`src/rtl/neural_engine_pkg.sv`:
```
// Shared types and constants for the result-collection path of the neural engine.
// Holds the collector state encoding, the default result-word width, and a
// saturating counter helper used by the drop counter.
package neural_engine_pkg;

    // Default width of a result word leaving the output-selection stage.
    localparam int RESULT_W = 16;

    // Run phases of the result collector.
    typedef enum logic [1:0] {
        IDLE    = 2'd0,
        CAPTURE = 2'd1,
        FLUSH   = 2'd2,
        DONE    = 2'd3
    } collector_state_t;

    // 8-bit increment that sticks at 255 instead of wrapping.
    function automatic logic [7:0] sat_inc8(input logic [7:0] value);
        logic [7:0] result;
        if (value == 8'hFF) begin
            result = value;
        end else begin
            result = value + 8'd1;
        end
        return result;
    endfunction

endpackage

```
`src/rtl/result_collector_fifo.sv`:
```
// result_fifo: synchronous show-ahead FIFO for captured result words.
// rdata always shows the word at the read pointer, so the head word is
// visible in the same cycle the FIFO becomes non-empty. A push into a full
// FIFO is accepted only when a pop frees a slot in the same cycle; a pop of
// an empty FIFO is ignored. clear empties the FIFO synchronously and wins
// over push/pop. count is one bit wider than the pointers so that a full
// FIFO and an empty FIFO are distinguishable.
module result_fifo #(
    parameter int DATA_W = 16,
    parameter int DEPTH  = 16
) (
    input  logic                    clk,
    input  logic                    reset_n,
    input  logic                    clear,
    input  logic                    push,
    input  logic                    pop,
    input  logic [DATA_W-1:0]       wdata,
    output logic [DATA_W-1:0]       rdata,
    output logic                    full,
    output logic                    empty,
    output logic [$clog2(DEPTH):0]  count
);

    localparam int              AW       = $clog2(DEPTH);
    localparam logic [AW:0]     FULL_CNT = (AW + 1)'(DEPTH);
    localparam logic [AW:0]     CNT_ONE  = (AW + 1)'(1);
    localparam logic [AW-1:0]   PTR_ONE  = AW'(1);

    logic [DATA_W-1:0] r_mem [DEPTH];
    logic [AW-1:0]     r_wr_ptr;
    logic [AW-1:0]     r_rd_ptr;
    logic [AW:0]       r_count;

    logic              w_do_push;
    logic              w_do_pop;

    assign empty     = (r_count == '0);
    assign full      = (r_count == FULL_CNT);
    assign count     = r_count;
    assign rdata     = r_mem[r_rd_ptr];

    // A pop needs a stored word; a push needs a free slot or a same-cycle pop.
    assign w_do_pop  = pop && !empty;
    assign w_do_push = push && (!full || w_do_pop);

    // Storage array; contents are don't-care until written, so no reset.
    always_ff @(posedge clk) begin
        if (w_do_push && !clear) begin
            r_mem[r_wr_ptr] <= wdata;
        end
    end

    // Read/write pointers wrap modulo DEPTH; occupancy tracks push minus pop.
    always_ff @(posedge clk or negedge reset_n) begin
        if (!reset_n) begin
            r_wr_ptr <= '0;
            r_rd_ptr <= '0;
            r_count  <= '0;
        end else if (clear) begin
            r_wr_ptr <= '0;
            r_rd_ptr <= '0;
            r_count  <= '0;
        end else begin
            if (w_do_push) begin
                r_wr_ptr <= r_wr_ptr + PTR_ONE;
            end
            if (w_do_pop) begin
                r_rd_ptr <= r_rd_ptr + PTR_ONE;
            end
            case ({w_do_push, w_do_pop})
                2'b10:   r_count <= r_count + CNT_ONE;
                2'b01:   r_count <= r_count - CNT_ONE;
                default: r_count <= r_count;
            endcase
        end
    end

endmodule

```
`src/rtl/result_collector.sv`:
```
// result_collector: receive side of the output-selection stage.
// Captures each (in_data, in_ready) strobe into a show-ahead FIFO during a
// run and drains it to the host over an out_valid/out_ack handshake. A start
// pulse arms a run of EXPECT_WORDS strobes; once that many strobes have been
// seen the collector flushes the FIFO and then raises done. Words arriving
// while the FIFO is full (and nothing is popped that cycle) are dropped,
// counted, and flagged through the sticky overflow bit.
// Optional build macro: RESULT_COLLECTOR_CHECKSUM_EN adds a checksum output,
// the running modulo-2^DATA_W sum of every word accepted into the FIFO.
module result_collector
    import neural_engine_pkg::*;
#(
    parameter int DATA_W       = RESULT_W,
    parameter int DEPTH        = 16,
    parameter int EXPECT_WORDS = 8
) (
    input  logic              clk,
    input  logic              reset_n,
    input  logic              start,
    input  logic [DATA_W-1:0] in_data,
    input  logic              in_ready,
    output logic [DATA_W-1:0] out_data,
    output logic              out_valid,
    input  logic              out_ack,
    output logic [7:0]        captured,
    output logic [7:0]        dropped,
    output logic              overflow,
`ifdef RESULT_COLLECTOR_CHECKSUM_EN
    output logic              done,
    output logic [DATA_W-1:0] checksum
`else
    output logic              done
`endif
);

    localparam logic [7:0] EXP_LAST = 8'(EXPECT_WORDS - 1);

    collector_state_t      r_state;
    logic [7:0]            r_captured;
    logic [7:0]            r_dropped;
    logic                  r_overflow;
    logic                  r_done;

    logic                  w_push_req;
    logic                  w_pop_req;
    logic                  w_pop_ok;
    logic                  w_drop;
    logic                  w_full;
    logic                  w_empty;
    logic [DATA_W-1:0]     w_rdata;
    logic [$clog2(DEPTH):0] w_count;

    // Strobes only count while capturing; a start in the same cycle wins.
    assign w_push_req = (r_state == CAPTURE) && in_ready && !start;
    // A start discards whatever word is being acknowledged in that cycle.
    assign w_pop_req  = out_ack && !start;
    assign w_pop_ok   = w_pop_req && !w_empty;
    // Full with no simultaneous pop leaves no room for the incoming word.
    assign w_drop     = w_push_req && w_full && !w_pop_ok;

    result_fifo #(
        .DATA_W (DATA_W),
        .DEPTH  (DEPTH)
    ) u_fifo (
        .clk     (clk),
        .reset_n (reset_n),
        .clear   (start),
        .push    (w_push_req),
        .pop     (w_pop_req),
        .wdata   (in_data),
        .rdata   (w_rdata),
        .full    (w_full),
        .empty   (w_empty),
        .count   (w_count)
    );

    // Run control: phase sequencing, strobe/drop counters and status flags.
    always_ff @(posedge clk or negedge reset_n) begin
        if (!reset_n) begin
            r_state    <= IDLE;
            r_captured <= 8'd0;
            r_dropped  <= 8'd0;
            r_overflow <= 1'b0;
            r_done     <= 1'b0;
        end else if (start) begin
            r_state    <= CAPTURE;
            r_captured <= 8'd0;
            r_dropped  <= 8'd0;
            r_overflow <= 1'b0;
            r_done     <= 1'b0;
        end else begin
            case (r_state)
                IDLE: begin
                    r_state <= IDLE;
                end
                CAPTURE: begin
                    if (w_push_req) begin
                        r_captured <= r_captured + 8'd1;
                        if (w_drop) begin
                            r_dropped  <= sat_inc8(r_dropped);
                            r_overflow <= 1'b1;
                        end
                        if (r_captured == EXP_LAST) begin
                            r_state <= FLUSH;
                        end
                    end
                end
                FLUSH: begin
                    if (w_empty) begin
                        r_state <= DONE;
                        r_done  <= 1'b1;
                    end
                end
                DONE: begin
                    r_state <= DONE;
                end
                default: begin
                    r_state <= IDLE;
                end
            endcase
        end
    end

    // Head word is forced to zero while nothing is stored, so stale memory
    // contents never appear on the bus.
    assign out_valid = (w_count != '0);
    assign out_data  = w_empty ? '0 : w_rdata;
    assign captured  = r_captured;
    assign dropped   = r_dropped;
    assign overflow  = r_overflow;
    assign done      = r_done;

`ifdef RESULT_COLLECTOR_CHECKSUM_EN
    logic              w_accept;
    logic [DATA_W-1:0] r_checksum;

    // Only words that actually enter the FIFO contribute to the sum.
    assign w_accept = w_push_req && !w_drop;

    // Running modulo-2^DATA_W sum of accepted words.
    always_ff @(posedge clk or negedge reset_n) begin
        if (!reset_n) begin
            r_checksum <= '0;
        end else if (start) begin
            r_checksum <= '0;
        end else if (w_accept) begin
            r_checksum <= r_checksum + in_data;
        end
    end

    assign checksum = r_checksum;
`endif

endmodule

```
`config.mk`:
```
export PLATFORM = sky130hd
export DESIGN_NAME = result_collector
export DESIGN_NICKNAME = d
export VERILOG_FILES = /design/src/rtl/neural_engine_pkg.sv /design/src/rtl/result_collector_fifo.sv /design/src/rtl/result_collector.sv
export SDC_FILE = /design/constraint.sdc
export NUM_CORES = 1
export LEC_CHECK = 0
export BUFFER_PORTS_ARGS = -buffer_cell sky130_fd_sc_hd__buf_2
export CORE_MARGIN = 5
export CORE_UTILIZATION = 30
export DETAILED_ROUTE_END_ITERATION = 7
export GPL_ROUTABILITY_DRIVEN = 1
export GPL_TIMING_DRIVEN = 0
export PLACE_DENSITY = 0.44
export SYNTH_ARGS = -nofsm -noshare
export SYNTH_HDL_FRONTEND = slang
export SYNTH_SLANG_ARGS = --single-unit
```
`constraint.sdc`:
```
create_clock -name clk -period 2.9 [get_ports clk]
set_clock_uncertainty 0.05 [all_clocks]
set_input_delay 0.145 -clock clk [delete_from_list [all_inputs] [get_ports clk]]
set_output_delay 0.145 -clock clk [all_outputs]
set_load 0.005 [all_outputs]
```
After elaboration in Yosys (flattened, before gate mapping):

Memory sizes are Yosys's and may differ from the RTL's.
Cells that the tools add are included.

* reductions and logical operators: 29
* add/sub/neg operators: 6
* eq/ne operators: 12
* muxes and demuxes: 29

Operators by type and width (count)
* 8-bit two-way mux: 8
* 8-bit by 1-bit adder with 8-bit output (second input constant): 2
* 16-bit two-way mux: 1
* 4-bit two-way mux: 4
* 2-bit nonzero test: 7
* 5-bit case mux with 2 select lines: 1
* 1-bit two-way mux: 9
* 3-bit by 2-bit != test with 1-bit output (second input constant): 3
* 4-bit by 1-bit adder with 4-bit output (second input constant): 2
* 8-bit by 3-bit equality test with 1-bit output (second input constant): 1
* 8-bit equality test (second input constant): 1
* 1-bit logical AND: 8
* 2-bit two-way mux: 4
* 2-bit case mux with 4 select lines: 1
* 2-bit equality test (second input constant): 3
* 3-bit AND reduction: 2
* 5-bit by 1-bit adder with 5-bit output (second input constant): 1
* 5-bit equality test (second input constant): 1
* 5-bit logical NOT: 1
* 5-bit two-way mux: 1
* 5-bit nonzero test: 1
* 5-bit by 1-bit subtractor with 5-bit output (second input constant): 1
* 2-bit by 1-bit equality test with 1-bit output (second input constant): 2
* 1-bit logical NOT: 4
* 6 further kinds: 7

* bits in registers: 33
* memories kept: 1
* word-level logic and storage cells: 85
* input bits: 21
* RAM bits: 256

Memories
* u_fifo.r_mem: words 16, width 16, read ports 1, clocked after Yosys merged registers in 0, wr ports 1, RTL line result_collector_fifo.sv:29 `logic [DATA_W-1:0] r_mem [DEPTH];`

Logic depth before layout (Yosys ltp):

* depth after elaboration: 9
* gate-level depth with buffers: 11
* mapped depth without buffers: 9

By module:

Synthesis repeated with hierarchy kept, for this count alone.

* cells, all modules: 593
* area total of the unflattened synthesis: 11791.3 um^2

Modules (own cells, without submodules)
* result_fifo: seq. area each 8012.7 um^2, times used 1, cells each 467, area an instance 10646.5 um^2
* result_collector: seq. area each 500.5 um^2, times used 1, cells each 126, area an instance 1144.8 um^2

Least setup slack after synthesis:

Ideal clock, no wire load.

* kind: register -> register
* from: register u_fifo.r_count[2], in the netlist u_fifo.count[2]
* to: memory u_fifo.r_mem[3][0] (enable)
* path buffers: 2
* required time: 2420 ps
* data arrival time: 2628 ps
* stages on the path, launching flop included: 6
* path slack: -208 ps
* library setup time: 430 ps
* period minus slack after synthesis: 3108 ps
* path through: dfrtp_1 clkbuf_1 or4_1 buf_2 o311ai_4 nor4_1

* longest elaborated chain between the ends: 8
* elaborated cells between the ends (all ways): 10
* those cells by class: eq/ne (1); mux (2); reduce/logical (7)

RTL lines
* start, declared: RTL line result_collector_fifo.sv:32 `logic [AW:0] r_count;`
* start signal, assigned: RTL line result_collector_fifo.sv:71 `2'b10: r_count <= r_count + CNT_ONE;`
* start signal, assigned: RTL line result_collector_fifo.sv:72 `2'b01: r_count <= r_count - CNT_ONE;`
* start signal, assigned: RTL line result_collector_fifo.sv:73 `default: r_count <= r_count;`
* 5-bit logical NOT: RTL line result_collector_fifo.sv:37 `assign empty = (r_count == '0);`
* 1-bit logical NOT: RTL line result_collector_fifo.sv:43 `assign w_do_pop = pop && !empty;`
* 1-bit logical AND: RTL line result_collector_fifo.sv:43
* 1-bit logical OR (*): RTL line result_collector_fifo.sv:44 `assign w_do_push = push && (!full || w_do_pop);`
* 1-bit logical AND (*): RTL line result_collector_fifo.sv:44
* 1-bit logical AND (*): RTL line result_collector_fifo.sv:48 `if (w_do_push && !clear) begin`
* 1-bit two-way mux (*): RTL line result_collector_fifo.sv:48
* 1-bit two-way mux (implied by the code) (*): RTL line result_collector_fifo.sv:49 `r_mem[r_wr_ptr] <= wdata;`
* end, declared: RTL line result_collector_fifo.sv:29

Mark *: on every way between the ends. The rest lies on a longest branch, timed or not.

Worst setup path after layout:

* from: register u_fifo.r_count[1], in the netlist u_fifo.count[1]
* to: output port out_data[6]

* longest elaborated chain between the ends: 2

RTL lines
* 5-bit logical NOT: RTL line result_collector_fifo.sv:37
* 16-bit two-way mux: RTL line result_collector.sv:127 `assign out_data = w_empty ? '0 : w_rdata;`
* end, declared: RTL line result_collector.sv:22 `output logic [DATA_W-1:0] out_data,`

Every way passes these cells.

==> metrics.md <==
| Metric | Value |
|---|---|
| Critical path type | `reg2out` |
| H-tree depth | `2` |
| 1st-pass router iterations | `4` |
| Post-layout util | `36.9%` |
| Worst EP required | `2.71 ns` |
| Synth warnings | `0` |
| Synth Cell Area | `11,900 µm²` |
| TritonCTS clock tree | `yes` |
| Power share of the clock group | `35.5%` |
| Unrepaired setup endpoints after global routing | `yes` |
| Ratio of cells with drive above 1 in the final layout | `31.0%` |
| Final period utilization | `96.7%` |
| PortBufs | `54` |
| I/O Pins | `56` |
| Top post-synthesis cells by area | `edfxtp_1 (65%), mux4_2 (12%), dfrtp_1 (7.0%), mux2i_1 (2.9%), ha_1 (0.95%)` |
| PD cells | `785 nW/µm²` |
| Starting Density | `30.5%` |
| Setup crit end kind | `output pin` |
| Fillers | `3,589` |
| Nets | `787` |
| Max-slew violation total from the final report | `0` |
| Worst Path Arrival | `2.61 ns` |
| LEAKAGE | `4.71 nW` |
| Post-Syn Nets | `662` |
| Area fraction of the dominant cell type after synthesis | `64.9%` |
| Antenna Nets Post-Route | `0` |
| Synth Register Bits | `289` |
| Max-slew headroom | `34.9%` |
| Clock root buffer | `clkbuf_16` |
| FP Rows | `72` |
| Mapped Cells | `632` |
| Sink Count | `289` |
| Die area | `43,600 µm²` |
| Predominant post-synthesis flop cell | `edfxtp_1` |
| CTS max path bufs | `3` |
| Largest net degree at the start of global routing | `34` |
| Min cycle time layout | `2.81 ns` |
| Die Height | `209 µm` |
| Wirelength per Cell | `22.9 µm` |
| Via count | `6,411` |
| Mean Syn Cell Area | `18.8 µm²` |
| Fraction of registers with async set or reset after synthesis | `11.4%` |
| Post-synthesis cell type count | `57` |
| HP Class | `in2reg` |
| Logic gate share of total power | `22.4%` |
| Total track usage | `13.7%` |
| Int Power | `8.16 mW` |
| Cells on worst reg2reg path | `5` |
| Initial antenna violation count | `0` |
| Grt total ovfl | `0` |
| Vias in the first global route | `7,100` |
| Highest Clock Rate | `357 MHz` |
| First-pass GRT wire length | `45,100 µm` |
| Net Sw Power | `3.07 mW` |
| Final wirelength | `29,700 µm` |
| Final setup vio count | `0` |
| Register area share after synthesis | `71.8%` |
| Peak supply drop | `0.354 mV` |
| Final HPWL DP | `19,100 µm` |
| Post-synth EDFFs | `256` |
| DRT iter0 DRCs | `459` |
| Area delta synth->final | `20.8%` |
| Area after DPL | `12,900 µm²` |
| Worst Tran Pin Value | `0.969 ns` |
| Core area | `38,800 µm²` |
| Final hold slack | `0.0756 ns` |
| Leading area contributor after synthesis | `edfxtp_1` |
| Worst-path clk slew | `0.05 ns` |
| Vias/cell | `4.95` |
| GP Congestion | `0.800` |
| Hold Fails Final Rpt | `0` |
| Crit Path Max Fanout | `10` |
| Sw Share | `27.4%` |
| Maxcap violations | `0` |
| Number of buffers created by CTS | `35` |
| Crit start category | `flop` |
| Top post-synthesis cells by count | `edfxtp_1 (256), mux4_2 (64), mux2i_1 (34)` |
| Most common cell in the netlist | `edfxtp_1` |
| Clock Latency Late Sink | `0.50 ns` |
| Status | `finished, final reports clean` |
| DRC Markers | `0` |
| Die W | `209 µm` |
| ANT cells | `0` |
| Sequential share of power | `42.0%` |
| Hold depth | `3` |
| Fin area | `14,300 µm²` |
critical path: stages (launching register included):
cell and delay [ns]:
dfrtp_1 0.37, buf_6 0.14, or4_4 0.53, buf_6 0.16
nor2_4 0.12, inv_2 0.09, nand2b_1 0.09, clkbuf_8 0.15
buf_8 0.15, o22ai_1 0.13, buf_2 0.17
flip-flops by register name (all words and copies together), names as in the netlist:
| register | cells |
|---|---|
| done | 1 |
| overflow | 1 |
| dropped | 8 |
| r_state | 2 |
| u_fifo.r_rd_ptr | 4 |
| u_fifo.r_wr_ptr | 4 |
| captured | 8 |
| u_fifo.count | 5 |
| u_fifo.r_mem | 256 |
power groups by stage:
stage	Clock, mW	Sequential (mW)	Combinational, mW
4_1_cts	4.11	4.71	2.48
6_report	3.99	4.72	2.52
3_5_place_dp	0	4.79	2.30
5_1_grt	4.29	4.73	2.73
3_3_place_gp	0	4.79	2.25
2_1_floorplan	0	4.77	1.43
final timing paths:
kind                                             start                        endpoint  slack, ns
setup / recovery           u_fifo.count[1]$_DFFE_PN0P_                     out_data[6]       0.09
hold / removal                                 out_ack  u_fifo.r_rd_ptr[1]$_DFFE_PN0P_       0.08
setup reg to reg                r_state[1]$_DFFE_PN0P_   u_fifo.r_mem[11][6]$_DFFE_PP_       0.11
hold reg to reg                   overflow$_DFFE_PN0P_            overflow$_DFFE_PN0P_       0.45
max in group asynchronous                      reset_n  u_fifo.r_rd_ptr[3]$_DFFE_PN0P_       2.06
min in group asynchronous                      reset_n          dropped[0]$_DFFE_PN0P_       0.22
repair_timing:
item | CTS | global route
hold buffers | 17 | 0
hold endpoints to repair | 289 | 0
gates resized for setup | 40 | 9
endpoints found under the setup margin | 184 | 87
pin swaps | 1 | 2
buffers inserted | 3 | 3
cell families (layout without fill, tap and decap cells):
group | after synthesis | after routing | share of synthesized area, %
AO/OA/AOI/OAI | 64 | 64 | 3.80
multiplexers | 101 | 101 | 15.3
buffers and inverters | 48 | 194 | 1.82
AND/OR/NAND/NOR | 110 | 110 | 5.47
XOR/XNOR | 11 | 11 | 0.813
flip-flops | 289 | 289 | 71.8
adder cells (fa/ha/maj) | 9 | 9 | 0.950
final cells by class:
| type | instances | area (µm²) | share of cell area, % |
|---|---|---|---|
| inverter | 14 | 52.6 | 0.367 |
| tap | 518 | 648 | 4.53 |
| clock inverter | 8 | 43.8 | 0.306 |
| timing repair buffer | 89 | 609 | 4.26 |
| clock buffer | 50 | 995 | 6.95 |
| sequential | 289 | 8510 | 59.5 |
| buffer | 33 | 238 | 1.66 |
| multi-input combinational | 295 | 3210 | 22.4 |
per-stage QoR:
stage / power, mW / setup TNS [ns] / setup WS [ns] / cells
final: 11.2 / 0 / 0.0950 / 1296
after global routing: 11.7 / -0.565 / -0.0346 / 1296
after CTS: 11.3 / 0 / 0.00379 / 1294
after detailed placement: 7.09 / -36.52 / -0.410 / 1216
after global placement: 7.04 / -208.01 / -2.09 / 1204
after floorplan: 6.20 / -13.33 / -0.208 / 632
routing by layer:
metal / global-route usage, % / part of all wire, %
met2: 23.6 / 51
met1: 17.2 / 41
met5: 0 / 0
met3: 2.80 / 4.8
met4: 4.73 / 3.2
placed cells by master (no fill, tap or decap), types with 7 or more instances in the layout:
master	count
edfxtp_1	256
mux4_2	64
buf_2	59
clkbuf_16	37
mux2i_1	33
dfrtp_1	33
nor2_1	19
clkbuf_1	18
dlygate4sd3_1	17
buf_4	15
o22ai_1	15
nand3_1	14
inv_1	13
nand2_1	12
a21oi_1	12
buf_6	9
ha_1	9
and2_2	8
o21ai_0	8
xor2_1	8
nor4_2	7
clkinv_2	7
(Power assumes the default switching activity.)
